`config.mk`:
```
export PLATFORM = sky130hd
export DESIGN_NAME = simon_seq_gen
export DESIGN_NICKNAME = d
export VERILOG_FILES = /design/src/rtl/simon_pkg.sv /design/src/rtl/simon_lfsr16.sv /design/src/rtl/simon_seq_gen.sv
export SDC_FILE = /design/constraint.sdc
export NUM_CORES = 1
export LEC_CHECK = 0
export BUFFER_PORTS_ARGS = -buffer_cell sky130_fd_sc_hd__clkbuf_2
export CAP_MARGIN = 20
export CORE_MARGIN = 1.5
export CORE_UTILIZATION = 40
export DETAILED_ROUTE_END_ITERATION = 16
export PLACE_DENSITY = 0.59
export RECOVER_POWER = 100
export SYNTH_ARGS = -nofsm -noshare
export SYNTH_HDL_FRONTEND = slang
export SYNTH_HIERARCHICAL = 1
export SYNTH_SLANG_ARGS = --single-unit
```
`constraint.sdc`:
```
create_clock -name clk -period 4.45 [get_ports clk]
set_input_delay 0.445 -clock clk [delete_from_list [all_inputs] [get_ports clk]]
set_output_delay 0.445 -clock clk [all_outputs]
set_load 0.1 [all_outputs]
```
`src/rtl/simon_pkg.sv`:
```
// Shared constants, state encoding and LFSR step rule for the Simon sequence path.
package simon_pkg;

    localparam logic [1:0]  COL_B     = 2'b00;
    localparam logic [1:0]  COL_G     = 2'b01;
    localparam logic [1:0]  COL_R     = 2'b10;
    localparam logic [1:0]  COL_Y     = 2'b11;

    localparam logic [15:0] LFSR_TAPS = 16'hB400;

    typedef enum logic [1:0] {
        IDLE = 2'd0,
        PLAY = 2'd1,
        DONE = 2'd2
    } state_e;

    // Galois right-shift step: feed the shifted-out bit back through the tap mask.
    function automatic logic [15:0] lfsr_next(input logic [15:0] x);
        return (x >> 1) ^ (x[0] ? LFSR_TAPS : 16'h0000);
    endfunction

endpackage

```
`src/rtl/simon_lfsr16.sv`:
```
// 16-bit Galois LFSR with seed load and explicit step enable (never free-running).
module simon_lfsr16
    import simon_pkg::*;
#(
    parameter logic [15:0] SEED = 16'hACE1
) (
    input  logic        clk,
    input  logic        resetn,
    input  logic        load_i,
    input  logic [15:0] seed_i,
    input  logic        step_i,
    output logic [15:0] state_o
);

    logic [15:0] state_q;
    logic [15:0] state_d;

    // A zero seed would lock the LFSR at zero, so it is swapped for the reset seed.
    always_comb begin
        state_d = state_q;
        if (load_i)
            state_d = (seed_i == 16'h0000) ? SEED : seed_i;
        else if (step_i)
            state_d = lfsr_next(state_q);
    end

    // State register, reset to the seed.
    always_ff @(posedge clk or negedge resetn) begin
        if (!resetn)
            state_q <= SEED;
        else
            state_q <= state_d;
    end

    assign state_o = state_q;

endmodule

```
`src/rtl/simon_seq_gen.sv`:
```
// Simon colour sequence generator: grows a random sequence one colour per
// extend and streams it out on a valid/ready handshake.
module simon_seq_gen
    import simon_pkg::*;
#(
    parameter int          MAX_LEN   = 16,
    parameter logic [15:0] LFSR_SEED = 16'hACE1
) (
    input  logic                       clk,
    input  logic                       resetn,
    input  logic                       seed_load,
    input  logic [15:0]                seed,
    input  logic                       clear,
    input  logic                       extend,
    input  logic                       start_play,
    input  logic                       color_ready,
    output logic                       color_valid,
    output logic [1:0]                 color,
    output logic                       last,
    output logic                       done,
    output logic [$clog2(MAX_LEN):0]   length,
    output logic                       full,
    output logic                       busy
);

    localparam int IW = $clog2(MAX_LEN);
    localparam int LW = IW + 1;

    state_e          state_q, state_d;
    logic [IW-1:0]   idx_q,   idx_d;
    logic [LW-1:0]   len_q,   len_d;
    logic [1:0]      mem_q [MAX_LEN];

    logic [15:0]     lfsr;
    logic            lfsr_load;
    logic            lfsr_adv;
    logic            mem_we;
    logic            is_full;
    logic            is_last;

    simon_lfsr16 #(
        .SEED (LFSR_SEED)
    ) u_lfsr (
        .clk     (clk),
        .resetn  (resetn),
        .load_i  (lfsr_load),
        .seed_i  (seed),
        .step_i  (lfsr_adv),
        .state_o (lfsr)
    );

    assign is_full = (len_q == LW'(MAX_LEN));
    assign is_last = ({1'b0, idx_q} == (len_q - LW'(1)));

    // Next-state: IDLE arbitrates commands by priority; PLAY/DONE only honour clear.
    always_comb begin
        state_d   = state_q;
        idx_d     = idx_q;
        len_d     = len_q;
        lfsr_load = 1'b0;
        lfsr_adv  = 1'b0;
        mem_we    = 1'b0;
        unique case (state_q)
            IDLE: begin
                if (clear) begin
                    len_d = '0;
                end else if (seed_load) begin
                    lfsr_load = 1'b1;
                end else if (start_play) begin
                    idx_d   = '0;
                    state_d = (len_q != '0) ? PLAY : DONE;
                end else if (extend && !is_full) begin
                    mem_we   = 1'b1;
                    lfsr_adv = 1'b1;
                    len_d    = len_q + LW'(1);
                end
            end
            PLAY: begin
                if (clear) begin
                    len_d   = '0;
                    state_d = IDLE;
                end else if (color_ready) begin
                    if (is_last)
                        state_d = DONE;
                    else
                        idx_d = idx_q + IW'(1);
                end
            end
            DONE: begin
                if (clear)
                    len_d = '0;
                state_d = IDLE;
            end
            default: state_d = IDLE;
        endcase
    end

    // Control registers.
    always_ff @(posedge clk or negedge resetn) begin
        if (!resetn) begin
            state_q <= IDLE;
            idx_q   <= '0;
            len_q   <= '0;
        end else begin
            state_q <= state_d;
            idx_q   <= idx_d;
            len_q   <= len_d;
        end
    end

    // Sequence storage; colour taken from the pre-step LFSR value. Not reset.
    always_ff @(posedge clk) begin
        if (mem_we)
            mem_q[len_q[IW-1:0]] <= lfsr[1:0];
    end

    // Outputs come straight from registers, so they hold while stalled.
    assign color_valid = (state_q == PLAY);
    assign color       = color_valid ? mem_q[idx_q] : COL_B;
    assign last        = color_valid & is_last;
    assign done        = (state_q == DONE);
    assign busy        = (state_q != IDLE);
    assign length      = len_q;
    assign full        = is_full;

endmodule

```
---- Yosys cells after proc, flatten, opt, wreduce, memory -nomap -nowiden ----
Memories as Yosys holds them, arrays and structs flattened.
Cells that the tools add are included.
storage, ports and cells
  bits in registers ....................... 27
  RAM bits ................................ 32
  input bits .............................. 23
  output and inout port bits .............. 12
  logic and storage cells ................. 75
  memories ................................ 1
memories
  name   depth  width  rd ports  clocked after memory_dff  wr ports  RTL line             text
  mem_q  16     2      1         0                         1         simon_seq_gen.sv:32  logic [1:0] mem_q [MAX_LEN];
cells by class
  add/subtract/negate cells ............... 3
  equal/unequal tests ..................... 16
  multiplexer cells ....................... 36
  bitwise logic cells ..................... 2
  reductions and logical operators ........ 13
operators by type and width
  operator                                                                 count
  16-bit 2-to-1 mux                                                        4
  5-bit 2-to-1 mux                                                         5
  4-bit 2-to-1 mux                                                         6
  16-bit zero test                                                         1
  2-bit 2-to-1 mux                                                         8
  15-bit by 16-bit XOR with 16-bit output                                  1
  2-bit inequality test, second input constant                             6
  3-bit inequality test, second input constant                             4
  1-bit 2-to-1 mux                                                         10
  5-bit one-hot mux with 2 select lines                                    1
  5-bit AND reduction                                                      2
  4-bit one-hot mux with 2 select lines                                    1
  2-bit nonzero test                                                       4
  7-bit AND reduction                                                      1
  5-bit by 1-bit adder with 5-bit output, second input constant            1
  4-bit by 5-bit == test with 1-bit output                                 1
  5-bit == test, second input constant                                     1
  5-bit nonzero test                                                       1
  5-bit by 1-bit subtractor with 5-bit output, second input constant       1
  4-bit by 1-bit adder with 4-bit output, second input constant            1
  2-bit one-hot mux with 2 select lines                                    1
  3-bit by 2-bit inequality test with 1-bit output, second input constant  1
  2-bit by 1-bit == test with 1-bit output, second input constant          1
  2-bit == test, second input constant                                     1
  6 further kinds                                                          6

---- Depth between registers and ports, before layout ----
Gate-level depths: netlist of the first run.
  word-level depth ........................ 10
  gate-level depth with buffers ........... 9
  depth with buffers taken out ............ 8

---- Cells and area by module ----
Netlist of the first run, hierarchy kept.
modules (own cells, without submodules)
  module         times used  cells each  area each (um2)  seq. area each (um2)
  simon_seq_gen  1           175         2311.0           1236.2
  simon_lfsr16   1           71          837.1            410.4

---- Least setup slack after synthesis of the first run ----
OpenSTA, ideal clock, no wires.
  kind .................................... flip-flop to output port
  from .................................... register len_q[0], in the netlist length[0]
  to ...................................... output port last
  arrival ................................. 3.324 ns
  data required time ...................... 4.005 ns
  path slack .............................. 0.681 ns
  stages on the path, launching flop included .. 7
  path buffers ............................ 0
  path through ............................ dfrtp_1 > inv_1 > ha_1 > nand2b_1 > a21oi_1 > o211ai_2 > nor2_1
on the way
  longest elaborated chain between the ends .. 3
ends and longest elaborated chain
  what                                         RTL line              text
  start, declared                              simon_seq_gen.sv:31   logic [LW-1:0] len_q, len_d;
  start signal, assigned                       simon_seq_gen.sv:107  len_q <= len_d;
  5-bit by 1-bit subtractor with 5-bit output  simon_seq_gen.sv:53   assign is_last = ({1'b0, idx_q} == (len_q - LW'(1)));
  4-bit by 5-bit == test with 1-bit output     simon_seq_gen.sv:53
  1-bit bitwise AND                            simon_seq_gen.sv:120  assign last = color_valid & is_last;
  end, declared                                simon_seq_gen.sv:19   output logic last,
No other way between the ends.

---- Worst setup path in the final report of the first run ----
  from .................................... register len_q[2], in the netlist length[2]
  to ...................................... memory mem_q[11][1], enable pin
on the way
  longest elaborated chain between the ends .. 10
ends and longest elaborated chain
  what                                    RTL line              text
  5-bit == test                           simon_seq_gen.sv:52   assign is_full = (len_q == LW'(MAX_LEN));
  1-bit zero test                         simon_seq_gen.sv:72   end else if (extend && !is_full) begin
  1-bit logical AND                       simon_seq_gen.sv:72
  1-bit 2-to-1 mux (5 in a row)           --
  net lfsr_adv                            simon_seq_gen.sv:36   logic lfsr_adv;
  1-bit 2-to-1 mux                        simon_seq_gen.sv:113  if (mem_we)
  1-bit 2-to-1 mux (implied by the code)  simon_seq_gen.sv:114  mem_q[len_q[IW-1:0]] <= lfsr[1:0];
  end, declared                           simon_seq_gen.sv:32
The timed path passes the listed nets, and every way through them passes these cells.

==> impl_metrics.env, run 1 <==
export IMPL_finalNetCount=313
export IMPL_globalRoute_totalOverflow=0
export IMPL_netlist_top_cells_area="sky130_fd_sc_hd__edfxtp_1 (31%), sky130_fd_sc_hd__dfrtp_1 (15%), sky130_fd_sc_hd__dfstp_2 (6.7%)"
export IMPL_std_cell_rows=32
export IMPL_fmax_ghz=0.294
export IMPL_grt_antenna_before_repair=0
export IMPL_cts_tree="built"
export IMPL_detailed_route_wl_um=6230
export IMPL_fp_coreArea_um2=7690
export IMPL_clkSlewWorstSetupHoldPaths_ps=70
export IMPL_synth_edff_count=32
export IMPL_initial_utilization_pct=41.0
export IMPL_power_ir_vdd_worst_uv=248
export IMPL_via_count_of_the_first_global_routing_pass=2022
export IMPL_hold_violations=0
export IMPL_flow_area_growth_from_synthesis_pct=12.5
export IMPL_worst_setup_path_end_kind="flip-flop"
export IMPL_critPathRequiredTime_ps=4480
export IMPL_timing_max_transition_violations_final=28
export IMPL_fin_area_um2=3540
export IMPL_clk_root_buffer_cell="sky130_fd_sc_hd__clkbuf_8"
export IMPL_tightest_slew_ps=1570
export IMPL_power_density_nw_per_um2=588
export IMPL_yosysSeqAreaShare_pct=52.3
export IMPL_share_of_flip_flops_with_an_asynchronous_set_or_reset_after_synthesis_pct=45.8
export IMPL_post_cts_hold_buffer_count=0
export IMPL_grt_setup_unrepaired="false"
export IMPL_syn_cell_area_um2=3150
export IMPL_ff2ff_path_depth=6
export IMPL_syn_instance_count=246
export IMPL_depth_of_the_critical_timing_path_with_buffers_and_inverters_included=6
export IMPL_grt_max_degree=28
export IMPL_mappedNetlistNets=279
export IMPL_synth_seq_cells=59
export IMPL_power_static_leakage_nw=1.27
export IMPL_slowest_delay_ps=940
export IMPL_die_area_um2=8410
export IMPL_count_of_inserted_antenna_diode_cells=0
export IMPL_clock_tree_htree_level_count=3
export IMPL_cell_type_with_the_highest_aggregate_area_in_the_netlist="sky130_fd_sc_hd__edfxtp_1"
export IMPL_drt_drc_violations_left=0
export IMPL_sum_of_negative_setup_slack_ps=0
export IMPL_post_route_cells_drive_above_1_share_pct=22.8
export IMPL_clk_path_buf_depth=2
export IMPL_placed_cell_area_um2=3400
export IMPL_vias_per_cell=5.27
export IMPL_timing_slew_headroom_pct=-4.45
export IMPL_post_cts_buffers=0
export IMPL_critical_path_slowest_cell="sky130_fd_sc_hd__clkbuf_1"
export IMPL_post_synth_top_area_fraction_pct=30.5
export IMPL_drt_iter0_markers=90
export IMPL_die_x_um=91.7
export IMPL_clkSinkCount=59
export IMPL_grt_pass1_wl_um=10500
export IMPL_arrival_ps=3440
export IMPL_ys_types=51
export IMPL_ctsResizeCount=0
export IMPL_total_track_usage_pct=16.4
export IMPL_first_pass_iters=4
export IMPL_dr_total_vias=2039
export IMPL_synthTopCellsByCount="sky130_fd_sc_hd__edfxtp_1 (32), sky130_fd_sc_hd__nor2_1 (28), sky130_fd_sc_hd__nand2_1 (20)"
export IMPL_worst_skew_pair_late_latency_ps=340
export IMPL_violated_checks="max-capacitance violations, max-slew violations"
export IMPL_worst_setup_path_start_kind="flip-flop"
export IMPL_cp_buffers_inverters=1
export IMPL_die_h_um=91.7
export IMPL_postRouteAntennaNets=0
export IMPL_clock_skew_final_ps=8.25
export IMPL_fin_crit_ps=3400
export IMPL_ios=35
export IMPL_tritoncts_num_buffers=9
export IMPL_worst_setup_path_type="reg2reg"
export IMPL_port_buffers=34
export IMPL_ys_dominant_reg_cell="sky130_fd_sc_hd__edfxtp_1"
export IMPL_drv_max_cap_violation_count=1
export IMPL_finalWeightedCongestion=0.752
export IMPL_worst_path_dominant_cell_family="simple AND/OR/NAND/NOR gates"
export IMPL_hold_class="in2reg"
export IMPL_min_delay_path_depth=3
export IMPL_post_synth_top_count_cell="sky130_fd_sc_hd__edfxtp_1"
export IMPL_cp_max_fo=22
export IMPL_yosysWarningCount=6
export IMPL_routed_wire_length_per_instance_um=16.1
export IMPL_timing_critical_path_cells="or2_0, o211ai_1, nor3_2, clkbuf_1, nand2_1, nor2_1"
export IMPL_final_min_period_over_clock_period_pct=76.5
export IMPL_synthesis_area_per_instance_um2=12.8
export IMPL_status="complete, but fails checks"
export IMPL_final_setup_viol_count=0
export IMPL_hpwl_um=4280
-- path summary, 6_finish.rpt --
| kind | startpoint | end | slack (ps) |
|---|---|---|---|
| max reg2reg | length[2]$_DFFE_PN0P_ | mem_q[11][1]$_DFFE_PP_ | 1050 |
| min in group asynchronous | resetn | idx_q[2]$_DFFE_PN0P_ | 480 |
| max | length[2]$_DFFE_PN0P_ | mem_q[11][1]$_DFFE_PP_ | 1050 |
| max in group asynchronous | resetn | u_lfsr/state_o[4]$_DFFE_PN0P_ | 3050 |
| min reg2reg | u_lfsr/state_o[3]$_DFFE_PN0P_ | u_lfsr/state_o[3]$_DFFE_PN0P_ | 570 |
| min | seed[4] | u_lfsr/state_o[4]$_DFFE_PN0P_ | 340 |
-- placed cells by master (no fill, tap or decap), drive strengths merged, types with 4 or more instances in the layout --
| cell type | count |
|---|---|
| nor2 | 28 |
| a21oi | 5 |
| o21ai | 15 |
| dfrtp | 19 |
| xnor2 | 8 |
| clkbuf | 44 |
| edfxtp | 32 |
| or4 | 4 |
| nand2 | 20 |
| mux2i | 9 |
| inv | 9 |
| o22a | 8 |
| dfstp | 8 |
| nand2b | 6 |
| mux2 | 8 |
| mux4 | 10 |
| ha | 10 |
-- layer usage --
| metal | vias to the layer above | track usage, % | part of all wire [%] |
|---|---|---|---|
| met3 | 6 | 4.15 | 4.3 |
| met4 | 0 | 7.18 | 1.1 |
| met5 | - | 0 | 0 |
| met1 | 995 | 22.2 | 47 |
| met2 | 49 | 25.1 | 48 |
| li1 | 989 | - | - |
-- state kept, by name, indices dropped and copies added (netlist names) --
name and count:
u_lfsr/state_o 16, mem_q 32, state_q 2, length 5, idx_q 4
-- kinds of logic after synthesis --
group,after synthesis,synth area share (%)
simple gates,78,12.3
flops,59,52.3
compound gates,43,12.1
mux,27,13.8
buf+inv,19,2.74
xor+xnor,10,2.78
fa+ha+maj,10,3.97
-- stage by stage --
stage	power (mW)	util, %	hold WS [ps]	worst slack, ps	std cells
floorplan	1.48	-	149	681	246
global placement	1.62	44.2	536	1780	371
detailed placement	1.63	44.2	545	1710	371
CTS	2.13	46.8	170	1350	387
global route	2.21	46.1	335	695	387
finish	2.08	46.1	343	1050	387
-- layout make-up --
type | instances | area [µm²]
Fill cell | 758 | 4150
Sequential cell | 59 | 1650
Multi-Input combinational cell | 168 | 1380
Timing Repair Buffer | 35 | 158
Tap cell | 102 | 128
Clock buffer | 9 | 124
Clock inverter | 7 | 76.3
Inverter | 7 | 26.3
-- where the power goes --
part / internal [mW] / switching (mW) / leakage, nW
Sequential: 0.737 / 0.129 / 0.621
Combinational: 0.273 / 0.448 / 0.555
Clock: 0.262 / 0.232 / 0.0962
-- tightest hold or removal path, cell delays in order --
cell and delay [ps]:
sky130_fd_sc_hd__clkbuf_2 90, sky130_fd_sc_hd__nand2_1 40, sky130_fd_sc_hd__o21ai_0 60
Power figures use the tool's default switching activity.
==> inputs of run 2 (changes only) <==
--- a/config.mk
+++ b/config.mk
@@ -10,7 +10,7 @@
 export CORE_MARGIN = 1.5
 export CORE_UTILIZATION = 40
 export DETAILED_ROUTE_END_ITERATION = 16
-export PLACE_DENSITY = 0.59
+export PLACE_DENSITY = 0.61
 export RECOVER_POWER = 100
 export SYNTH_ARGS = -nofsm -noshare
 export SYNTH_HDL_FRONTEND = slang
==> constraint.sdc (replaced) <==
create_clock -name clk -period 3 [get_ports clk]
set_input_delay 0.3 -clock clk [delete_from_list [all_inputs] [get_ports clk]]
set_output_delay 0.3 -clock clk [all_outputs]
set_load 0.1 [all_outputs]
==> impl_metrics.env, run 2 (synthesis results as in run 1) <==
export IMPL_detailed_route_wl_um=6270
export IMPL_postRouteAntennaNets=0
export IMPL_vias_per_cell=5.23
export IMPL_clkSinkCount=59
export IMPL_total_area_of_multi_input_combinational_cells_um2=1390
export IMPL_tritoncts_num_buffers=9
export IMPL_drt_iter0_markers=203
export IMPL_grt_setup_unrepaired="false"
export IMPL_post_route_cells_drive_above_1_share_pct=26.5
export IMPL_r2r_slack_ps=480
export IMPL_port_buffers=34
export IMPL_finalNetCount=315
export IMPL_routed_wire_length_per_instance_um=16.1
export IMPL_arrival_ps=2500
export IMPL_grt_max_degree=28
export IMPL_via_count_of_the_first_global_routing_pass=2005
export IMPL_finalWeightedCongestion=0.752
export IMPL_std_cell_rows=32
export IMPL_clock_tree_htree_level_count=3
export IMPL_max_reg_flops=32
export IMPL_post_cts_buffers=0
export IMPL_count_of_inserted_antenna_diode_cells=0
export IMPL_drt_drc_violations_left=0
export IMPL_register_area_um2=1650
export IMPL_status="complete, but fails checks"
export IMPL_most_common_layout_cells="sky130_fd_sc_hd__edfxtp_1 (32), sky130_fd_sc_hd__nor2_1 (27), sky130_fd_sc_hd__clkbuf_2 (24)"
export IMPL_hold_class="in2reg"
export IMPL_power_static_leakage_nw=1.29
export IMPL_timing_max_transition_violations_final=28
export IMPL_critPathRequiredTime_ps=2700
export IMPL_worst_setup_path_start_kind="flip-flop"
export IMPL_fin_crit_ps=2800
export IMPL_dr_total_vias=2036
export IMPL_placed_cell_area_um2=3420
export IMPL_ff2ff_path_depth=6
export IMPL_worst_setup_path_end_kind="output pin"
export IMPL_worstReg2RegEnd="mem_q[6][1]$_DFFE_PP_"
export IMPL_fmax_ghz=0.357
export IMPL_clkSlewWorstSetupHoldPaths_ps=70
export IMPL_worst_setup_path_type="reg2out"
export IMPL_clock_skew_final_ps=11.1
export IMPL_tightest_slew_ps=1580
export IMPL_grt_antenna_before_repair=0
export IMPL_ios=35
export IMPL_layout_setup_ws_ps=202
export IMPL_hpwl_um=4420
export IMPL_hold_violations=0
export IMPL_hold_worst_slack_ps=196
export IMPL_grt_pass1_wl_um=10500
export IMPL_cp_max_fo=12
export IMPL_initial_utilization_pct=41.0
export IMPL_flow_area_growth_from_synthesis_pct=13.5
export IMPL_layout_cells_most_common="sky130_fd_sc_hd__edfxtp_1"
export IMPL_violated_checks="max-capacitance violations, max-slew violations"
export IMPL_total_track_usage_pct=16.3
export IMPL_fin_area_um2=3570
export IMPL_die_area_um2=8410
export IMPL_drv_max_cap_violation_count=1
export IMPL_power_ir_vdd_worst_uv=340
export IMPL_first_pass_iters=4
export IMPL_worstSetupEndpoint="color[1]"
export IMPL_crit_path_start="idx_q[0]$_DFFE_PN0P_"
export IMPL_final_setup_viol_count=0
export IMPL_die_x_um=91.7
export IMPL_die_h_um=91.7
export IMPL_clk_root_buffer_cell="sky130_fd_sc_hd__clkbuf_8"
export IMPL_cts_tree="built"
export IMPL_n_fill_cell=734
export IMPL_worst_skew_pair_late_latency_ps=340
export IMPL_clk_path_buf_depth=2
export IMPL_power_density_nw_per_um2=871
export IMPL_preCtsSetupSlack_ps=384
export IMPL_globalRoute_totalOverflow=0
export IMPL_sum_of_negative_setup_slack_ps=0
export IMPL_timing_slew_headroom_pct=-5.49
export IMPL_final_min_period_over_clock_period_pct=93.3
export IMPL_worstReg2RegStart="length[2]$_DFFE_PN0P_"
export IMPL_fp_coreArea_um2=7690
-- run 2: worst min path at each step --
| stage | start | endpoint | slack (ps) | cells after the start |
|---|---|---|---|---|
| 2_1_floorplan | resetn | idx_q[0]$_DFFE_PN0P_ | 4 | 0 |
| 5_1_grt | seed[12] | u_lfsr/state_o[12]$_DFFE_PN0P_ | 190 | 3 |
| 3_5_place_dp | resetn | idx_q[2]$_DFFE_PN0P_ | 400 | 1 |
| 3_3_place_gp | resetn | idx_q[2]$_DFFE_PN0P_ | 390 | 1 |
| 6_report | seed[8] | u_lfsr/state_o[8]$_DFFE_PN0P_ | 200 | 3 |
| 4_1_cts | resetn | idx_q[2]$_DFFE_PN0P_ | 30 | 1 |
-- run 2: per-stage QoR --
step | std cells | utilization (%) | power (mW)
after floorplan | 246 | - | 2.20
after global placement | 373 | 44.5 | 2.42
after detailed placement | 373 | 44.5 | 2.44
after CTS | 389 | 47.1 | 3.17
after global routing | 389 | 46.5 | 3.29
final | 389 | 46.5 | 3.11
-- run 2: metal layers --
metal	vias up	global-route usage, %	part of all wire [%]
met5	-	0	0
met4	0	4.23	0.96
met3	8	5.22	4.8
met2	45	25.6	46
met1	999	21.8	48
li1	984	-	-
-- run 2: critical path, cell delays in order (launching register included) --
cell,delay [ps]
sky130_fd_sc_hd__dfrtp_2,560
sky130_fd_sc_hd__mux4_1,610
sky130_fd_sc_hd__mux4_2,470
sky130_fd_sc_hd__and2_1,160
sky130_fd_sc_hd__clkbuf_2,360
-- run 2: repair_timing --
action,CTS,global route
setup endpoints to repair,0,2
hold buffers,0,0
gates resized for setup,0,1
-- run 2: area by class of cell --
cell class,instances,share of cell area [%]
multi-input cells,168,38.8
repair buffers,37,5.04
flip-flops and latches,59,46.2
clock inverters,7,2.17
inverters,7,0.736
well taps,102,3.57
clock buffers,9,3.47
-- run 2: power breakdown --
part	total, mW	switching [mW]	internal, mW
Sequential	1.30	0.199	1.10
Combinational	1.09	0.672	0.419
Clock	0.725	0.337	0.388
